[src/rtl/hwpe_stream_package.sv]
// Shared types for the realigner family: per-word realign control, the
// address-generator descriptor and the address-generator FSM states.
package hwpe_stream_package;

   // Field widths of the shared structs. Module parameters that feed them
   // (ADDR_WIDTH, CNT_WIDTH) must not exceed these.
   localparam int unsigned REALIGN_LEN_W  = 16;
   localparam int unsigned ADDRGEN_ADDR_W = 32;
   localparam int unsigned ADDRGEN_CNT_W  = 16;

   typedef struct packed {
      logic                     enable;
      logic                     realign;
      logic                     first;
      logic                     last;
      logic                     last_packet;
      logic [REALIGN_LEN_W-1:0] line_length;
   } ctrl_realign_t;

   typedef struct packed {
      logic [ADDRGEN_ADDR_W-1:0] base;
      logic [ADDRGEN_CNT_W-1:0]  length;
      logic [ADDRGEN_ADDR_W-1:0] stride;
      logic [ADDRGEN_CNT_W-1:0]  nb_lines;
   } addrgen_cfg_t;

   typedef enum logic [1:0] {
      ADDRGEN_IDLE = 2'd0,
      ADDRGEN_RUN  = 2'd1,
      ADDRGEN_DONE = 2'd2
   } addrgen_state_t;

   // Mask that clears the byte-offset bits of an address.
   function automatic logic [ADDRGEN_ADDR_W-1:0] addrgen_align_mask(input int unsigned offw);
      logic [ADDRGEN_ADDR_W-1:0] ones;
      ones = '1;
      return ones << offw;
   endfunction

endpackage

[src/rtl/hwpe_stream_realign_strbgen.sv]
// Byte-strobe generator for a realigned line: the first word keeps the bytes
// at and above the offset, the last word keeps the bytes below it, everything
// else (and any non-realigned word) is fully enabled.
module hwpe_stream_realign_strbgen
#(
   parameter int unsigned BW   = 4,
   parameter int unsigned OFFW = $clog2(BW)
)
(
   input  logic [OFFW-1:0] i_off,
   input  logic            i_first,
   input  logic            i_last,
   input  logic            i_realign,
   output logic [BW-1:0]   o_strb
);

   generate
      for (genvar gi = 0; gi < BW; gi++) begin : g_byte
         logic w_upper;
         assign w_upper = (OFFW'(gi) >= i_off);
         assign o_strb[gi] = ~i_realign          ? 1'b1    :
                             i_first             ? w_upper :
                             i_last              ? ~w_upper :
                                                   1'b1;
      end
   endgenerate

endmodule

[src/rtl/hwpe_stream_realign_addrgen.sv]
// Word-aligned TCDM load-address generator for a byte-granular 2D descriptor.
// Each issued address carries the ctrl_realign_t fields and byte strobes the
// source realigner needs; a misaligned base adds one word per line.
// Optional output register + skid buffer: define HWPE_ADDRGEN_OUT_REG_EN.
module hwpe_stream_realign_addrgen
   import hwpe_stream_package::*;
#(
   parameter int unsigned DATA_WIDTH = 32,
   parameter int unsigned ADDR_WIDTH = 32,
   parameter int unsigned CNT_WIDTH  = 16
)
(
   input  logic                  clk_i,
   input  logic                  rst_i,
   input  logic                  clear_i,
   input  logic                  start_i,
   input  logic [ADDR_WIDTH-1:0] base_addr_i,
   input  logic [CNT_WIDTH-1:0]  line_length_i,
   input  logic [ADDR_WIDTH-1:0] line_stride_i,
   input  logic [CNT_WIDTH-1:0]  nb_lines_i,
   output logic [ADDR_WIDTH-1:0] addr_o,
   output logic                  addr_valid_o,
   input  logic                  addr_ready_i,
   output ctrl_realign_t         ctrl_o,
   output logic [DATA_WIDTH/8-1:0] strb_o,
   output logic                  busy_o,
   output logic                  done_o
);

   localparam int unsigned BW   = DATA_WIDTH / 8;
   localparam int unsigned OFFW = $clog2(BW);
   localparam int unsigned AW   = ADDRGEN_ADDR_W;
   localparam int unsigned CW   = ADDRGEN_CNT_W;
   localparam logic [AW-1:0] ALIGN_MASK = addrgen_align_mask(OFFW);

   // Descriptor and iteration state. r_cfg.base tracks the byte address of
   // the current line start (offset bits included); r_addr is the word
   // address being offered.
   addrgen_state_t r_state;
   addrgen_cfg_t   r_cfg;
   logic           r_realign;
   logic [CW:0]    r_words_per_line;
   logic [CW:0]    r_word_cnt;
   logic [CW-1:0]  r_line_cnt;
   logic [AW-1:0]  r_addr;
   logic           r_busy;
   logic           r_done;

   logic [OFFW-1:0] w_start_off;
   logic            w_start_realign;
   logic            w_start_empty;
   logic            w_core_valid;
   logic            w_core_ready;
   logic            w_hs;
   logic            w_first;
   logic            w_last;
   logic            w_last_line;
   logic [AW-1:0]   w_next_line;
   logic [ADDR_WIDTH-1:0] w_core_addr;
   ctrl_realign_t   w_core_ctrl;
   logic [BW-1:0]   w_core_strb;

   assign w_start_off     = base_addr_i[OFFW-1:0];
   assign w_start_realign = |w_start_off;
   assign w_start_empty   = (line_length_i == '0) || (nb_lines_i == '0);

   assign w_core_valid = (r_state == ADDRGEN_RUN);
   assign w_hs         = w_core_valid & w_core_ready;
   assign w_first      = (r_word_cnt == '0);
   assign w_last       = (r_word_cnt == r_words_per_line - (CW+1)'(1));
   assign w_last_line  = (r_line_cnt == r_cfg.nb_lines - CW'(1));
   // Stride is stored with its offset bits cleared, so the line offset is
   // preserved across lines.
   assign w_next_line  = r_cfg.base + r_cfg.stride;

   // Control FSM with descriptor latch, word/line counters and status flags.
   always_ff @(posedge clk_i or posedge rst_i) begin
      if (rst_i) begin
         r_state          <= ADDRGEN_IDLE;
         r_cfg            <= '0;
         r_realign        <= 1'b0;
         r_words_per_line <= '0;
         r_word_cnt       <= '0;
         r_line_cnt       <= '0;
         r_addr           <= '0;
         r_busy           <= 1'b0;
         r_done           <= 1'b0;
      end else if (clear_i) begin
         r_state    <= ADDRGEN_IDLE;
         r_word_cnt <= '0;
         r_line_cnt <= '0;
         r_addr     <= '0;
         r_busy     <= 1'b0;
         r_done     <= 1'b0;
      end else begin
         case (r_state)
            ADDRGEN_IDLE: begin
               r_done <= 1'b0;
               if (start_i) begin
                  r_cfg.base       <= AW'(base_addr_i);
                  r_cfg.length     <= CW'(line_length_i);
                  r_cfg.stride     <= AW'(line_stride_i) & ALIGN_MASK;
                  r_cfg.nb_lines   <= CW'(nb_lines_i);
                  r_realign        <= w_start_realign;
                  r_words_per_line <= (CW+1)'(line_length_i) + (CW+1)'(w_start_realign);
                  r_word_cnt       <= '0;
                  r_line_cnt       <= '0;
                  r_addr           <= AW'(base_addr_i) & ALIGN_MASK;
                  if (w_start_empty) begin
                     r_state <= ADDRGEN_DONE;
                     r_done  <= 1'b1;
                  end else begin
                     r_state <= ADDRGEN_RUN;
                     r_busy  <= 1'b1;
                  end
               end
            end
            ADDRGEN_RUN: begin
               if (w_hs) begin
                  if (w_last) begin
                     r_word_cnt <= '0;
                     if (w_last_line) begin
                        r_state <= ADDRGEN_DONE;
                        r_busy  <= 1'b0;
                        r_done  <= 1'b1;
                     end else begin
                        r_line_cnt <= r_line_cnt + CW'(1);
                        r_cfg.base <= w_next_line;
                        r_addr     <= w_next_line & ALIGN_MASK;
                     end
                  end else begin
                     r_word_cnt <= r_word_cnt + (CW+1)'(1);
                     r_addr     <= r_addr + AW'(BW);
                  end
               end
            end
            ADDRGEN_DONE: begin
               r_done  <= 1'b0;
               r_state <= ADDRGEN_IDLE;
            end
            default: begin
               r_state <= ADDRGEN_IDLE;
               r_busy  <= 1'b0;
               r_done  <= 1'b0;
            end
         endcase
      end
   end

   // Per-word control fields; all zero outside RUN.
   always_comb begin
      w_core_ctrl = '0;
      if (w_core_valid) begin
         w_core_ctrl.enable      = r_busy;
         w_core_ctrl.realign     = r_realign;
         w_core_ctrl.first       = w_first;
         w_core_ctrl.last        = w_last;
         w_core_ctrl.last_packet = w_last & w_last_line;
         w_core_ctrl.line_length = REALIGN_LEN_W'(r_cfg.length);
      end
   end

   assign w_core_addr = w_core_valid ? ADDR_WIDTH'(r_addr) : '0;

   hwpe_stream_realign_strbgen #(
      .BW   ( BW   ),
      .OFFW ( OFFW )
   ) i_strbgen (
      .i_off     ( r_cfg.base[OFFW-1:0]     ),
      .i_first   ( w_first                  ),
      .i_last    ( w_last                   ),
      .i_realign ( r_realign & w_core_valid ),
      .o_strb    ( w_core_strb              )
   );

   assign busy_o = r_busy;
   assign done_o = r_done;

`ifdef HWPE_ADDRGEN_OUT_REG_EN
   // Registered output: one output entry plus a skid entry. Upstream ready is
   // the registered skid-empty flag, so addr_ready_i reaches no output
   // combinationally. done_o marks the last word entering this stage.
   localparam int unsigned PW = ADDR_WIDTH + $bits(ctrl_realign_t) + BW;
   localparam logic [PW-1:0] IDLE_PAYLOAD = {{(PW-BW){1'b0}}, {BW{1'b1}}};

   logic [PW-1:0] w_core_payload;
   logic [PW-1:0] r_out_payload;
   logic [PW-1:0] r_skid_payload;
   logic          r_out_valid;
   logic          r_skid_valid;
   logic          w_up_xfer;
   logic          w_out_free;

   assign w_core_payload = {w_core_addr, w_core_ctrl, w_core_strb};
   assign w_core_ready   = ~r_skid_valid;
   assign w_up_xfer      = w_core_valid & ~r_skid_valid;
   assign w_out_free     = ~r_out_valid | addr_ready_i;

   // Output/skid register pair: the skid entry drains first, otherwise the
   // output entry loads straight from the generator.
   always_ff @(posedge clk_i or posedge rst_i) begin
      if (rst_i) begin
         r_out_valid    <= 1'b0;
         r_out_payload  <= IDLE_PAYLOAD;
         r_skid_valid   <= 1'b0;
         r_skid_payload <= IDLE_PAYLOAD;
      end else if (clear_i) begin
         r_out_valid    <= 1'b0;
         r_out_payload  <= IDLE_PAYLOAD;
         r_skid_valid   <= 1'b0;
         r_skid_payload <= IDLE_PAYLOAD;
      end else if (w_out_free) begin
         if (r_skid_valid) begin
            r_out_valid   <= 1'b1;
            r_out_payload <= r_skid_payload;
            r_skid_valid  <= 1'b0;
         end else begin
            r_out_valid   <= w_up_xfer;
            r_out_payload <= w_core_payload;
         end
      end else if (w_up_xfer) begin
         r_skid_valid   <= 1'b1;
         r_skid_payload <= w_core_payload;
      end
   end

   assign {addr_o, ctrl_o, strb_o} = r_out_payload;
   assign addr_valid_o             = r_out_valid;
`else
   // Outputs straight from the counters: first address one cycle after start.
   assign w_core_ready = addr_ready_i;
   assign addr_o       = w_core_addr;
   assign addr_valid_o = w_core_valid;
   assign ctrl_o       = w_core_ctrl;
   assign strb_o       = w_core_strb;
`endif

endmodule

[config.mk]
export PLATFORM = sky130hd
export DESIGN_NAME = hwpe_stream_realign_addrgen
export DESIGN_NICKNAME = d
export VERILOG_FILES = /design/src/rtl/hwpe_stream_package.sv /design/src/rtl/hwpe_stream_realign_strbgen.sv /design/src/rtl/hwpe_stream_realign_addrgen.sv
export SDC_FILE = /design/constraint.sdc
export NUM_CORES = 1
export LEC_CHECK = 0
export BUFFER_PORTS_ARGS = -buffer_cell sky130_fd_sc_hd__buf_2
export CAP_MARGIN = 0
export CORE_UTILIZATION = 53
export CTS_CLUSTER_DIAMETER = 100
export DETAILED_ROUTE_END_ITERATION = 12
export PLACE_DENSITY = 0.75
export SYNTH_ARGS = -nofsm -noshare
export SYNTH_HDL_FRONTEND = slang
export SYNTH_SLANG_ARGS = --single-unit
[constraint.sdc]
create_clock -name clk_i -period 17.6 [get_ports clk_i]
set_input_delay 2.64 -clock clk_i [delete_from_list [all_inputs] [get_ports clk_i]]
set_output_delay 2.64 -clock clk_i [all_outputs]
set_load 0.01 [all_outputs]
==> results.sh <==
export IMPL_min_period_ns=6.48
export IMPL_post_route_drc_count=0
export IMPL_finalNetCount=1732
export IMPL_setup_tns_ns=0
export IMPL_ff_latch_area_um2=4480
export IMPL_final_util=0.608
export IMPL_placed_cells=1854
export IMPL_start_util=0.542
export IMPL_track_usage=0.277
export IMPL_seq_area_frac_synth=0.378
export IMPL_required_ns=14.96
export IMPL_worst_slew_margin_rel=0.210
export IMPL_post_cts_buffers=0
export IMPL_crit_chain="inv_1 > ha_1 > or4b_4 > o21ai_0 > a21oi_1 > or4_1 > o21ai_1 > or2_2 > nand2b_1 > a21oi_1 > o21ai_0 > buf_2"
export IMPL_post_cts_resized=0
export IMPL_num_vias=10990
export IMPL_pin_count=161
export IMPL_cts_sinks=179
export IMPL_finalHoldViolations=0
export IMPL_dp_slack_ns=11.67
export IMPL_maxCapViolations=0
export IMPL_cellPowerDensity_nw_per_um2=173
export IMPL_layout_common_cells="303 x nand2_1, 179 x dfrtp_1, 156 x buf_2"
export IMPL_multi_input_area_um2=6920
export IMPL_cts_hold_fix_buffers=0
export IMPL_ys_flop_type="dfrtp_1"
export IMPL_grt_overflow_total=0
export IMPL_firstDrtPassIters=5
export IMPL_path_buf_inv=2
export IMPL_area_growth_pct=12.1
export IMPL_grt_max_degree=110
export IMPL_crit_family="simple AND/OR/NAND/NOR gates"
export IMPL_stdcell_area_um2=13300
export IMPL_status="completed"
export IMPL_wl_mm=31.3
export IMPL_cp_end_kind="output pin"
export IMPL_synth_edf_count=0
export IMPL_worst_pin_slew_ns=1.19
export IMPL_max_freq_ghz=0.154
export IMPL_synthCells=1492
export IMPL_crit_arrival_ns=3.84
export IMPL_critical_path_class="flip-flop to output pin"
export IMPL_p_leak_uw=0.00609
export IMPL_wl_per_cell_um=16.6
export IMPL_max_stage_delay_ns=0.56
export IMPL_cts_tree="done"
export IMPL_cts_root_buf="clkbuf_16"
export IMPL_timing_final_ws_setup_ns=11.12
export IMPL_synth_avg_cell_area_um2=7.95
export IMPL_setup_viol=0
export IMPL_syn_area_um2=11900
export IMPL_place_gp_congestion=0.916
export IMPL_antenna_found_initial=3
export IMPL_port_buffers=156
export IMPL_crit_slowest_cell="or4_1"
export IMPL_viasPerCell=5.82
export IMPL_async_flop_share=1.00
export IMPL_drt_iter0_drc=789
export IMPL_hp_class="flip-flop to flip-flop"
export IMPL_place_area_um2=12700
export IMPL_fin_cells=1888
export IMPL_ir_drop_mv=0.0698
export IMPL_drive_gt1_frac=0.141
export IMPL_ant_nets=0
export IMPL_synth_top_area_cell="dfrtp_1"
export IMPL_worstSetupStartpointType="flip-flop"
export IMPL_cts_made_buffers=17
export IMPL_dp_hpwl_mm=21.7
export IMPL_die_h_um=152
export IMPL_cp_max_fo=8
export IMPL_fill_cells=2016
export IMPL_die_x_um=152
export IMPL_layout_worst_path_cycle_share=0.368
export IMPL_path_clk_slew_ns=0.07
export IMPL_final_common_cell="nand2_1"
export IMPL_htreeDepth=4
export IMPL_clock_latency_ns=0.44
export IMPL_synth_distinct_cells=79
export IMPL_clockBufferDepth=2
export IMPL_clock_skew_ns=0.0115
export IMPL_ys_warn_count=0
export IMPL_coreArea_um2=21900
export IMPL_synth_top_area_frac=0.378
export IMPL_rsz0062_at_grt="no"
export IMPL_grt_pass1_wl_mm=50.2
export IMPL_fp_row_count=54
export IMPL_yosys_top_cells_area="dfrtp_1 38%, nand2_1 9.6%, nor2_1 4.7%"
export IMPL_synth_seq_cells=179
export IMPL_dieArea_um2=23000
export IMPL_grt_pass1_vias=10065
export IMPL_slew_viol_final=0
-- metrics by stage --
| step | hold WS, ns | total power, µW |
|---|---|---|
| floorplan | 0.437 | 1600 |
| global placement | 0.449 | 1850 |
| detailed placement | 0.455 | 1880 |
| CTS | 0.472 | 2290 |
| global route | 0.506 | 2480 |
| finish | 0.469 | 2300 |
-- worst paths after layout --
path	cells after the start	startpoint	slack (ns)	end
worst max register to register	14	r_words_per_line[0]$_DFFE_PP0P_	12.96	r_cfg[95]$_DFFE_PP0P_
max in group asynchronous	3	rst_i	13.63	r_words_per_line[14]$_DFFE_PP0P_
worst max-delay path	12	r_words_per_line[0]$_DFFE_PP0P_	11.12	strb_o[2]
min in group asynchronous	2	rst_i	2.38	r_cfg[43]$_DFFE_PP0P_
worst min-delay path	2	r_cfg[55]$_DFFE_PP0P_	0.47	r_cfg[55]$_DFFE_PP0P_
worst min register to register	2	r_cfg[55]$_DFFE_PP0P_	0.47	r_cfg[55]$_DFFE_PP0P_
-- worst min-delay path, stage by stage, from the launching register on --
cell and delay (ns):
dfrtp_1 0.34, nand2_1 0.05, nand2_1 0.05
-- final cells by class --
class                   count  area share
diodes                      2    0.000376
clock inverters            15      0.0119
clock buffers              17      0.0320
repair buffers            162      0.0621
multi-input cells        1198       0.520
well taps                 280      0.0263
inverters                  35      0.0103
flip-flops and latches    179       0.337
-- synthesized netlist by cell type, types with 4 or more instances --
cell,number
nand3_1,60
a31oi_1,33
nor3_2,5
buf_6,4
or3_1,10
a221oi_1,6
o211ai_1,7
nand4_1,19
xnor2_1,64
buf_2,9
and2_1,47
mux2_2,4
ha_1,37
nor2b_1,6
a22o_1,6
mux2i_1,12
o22ai_1,7
clkbuf_1,59
a32o_1,5
o21bai_1,4
buf_1,6
a21o_1,17
o21a_1,4
nand2b_1,13
o21ai_0,96
nor4_1,26
nand2_1,304
nand3b_1,4
or2_2,5
a211oi_1,8
nor2_1,150
inv_1,34
dfrtp_1,179
and3_1,19
o31ai_1,12
nor4b_1,4
a21oi_1,75
xor2_1,45
nor3_1,31
-- cell families after synthesis --
group,count (synthesis),share of synthesized area
and+or+nand+nor,725,0.286
DFF,179,0.378
buffers and inverters,116,0.0411
xor gates and xnor gates,109,0.0805
AOI/OAI and AO/OA,308,0.159
muxes,16,0.0139
other,1,0.000316
adders and majority gates,38,0.0407
-- state kept, by name, indices dropped and copies added (netlist names) --
name and flops:
r_word_cnt 17, r_addr 30, done_o 1, busy_o 1, r_line_cnt 16, r_words_per_line 17, r_state 2, r_realign 1
r_cfg 94
-- layer usage --
layer  track usage  up-vias  part of all wire
met1         0.380     5252              0.46
met3        0.0473       59             0.052
met2         0.445      301              0.46
li1              -     5378                 -
met4        0.0911        0             0.026
met5             0        -                 0
-- power breakdown --
group          leakage (µW)  switching [µW]  internal (µW)
combinational       0.00354             724            474
clock              0.000285             187            202
sequential          0.00227             150            561
total               0.00609            1060           1240
Note: power is estimated with default switching activity, not from simulation.
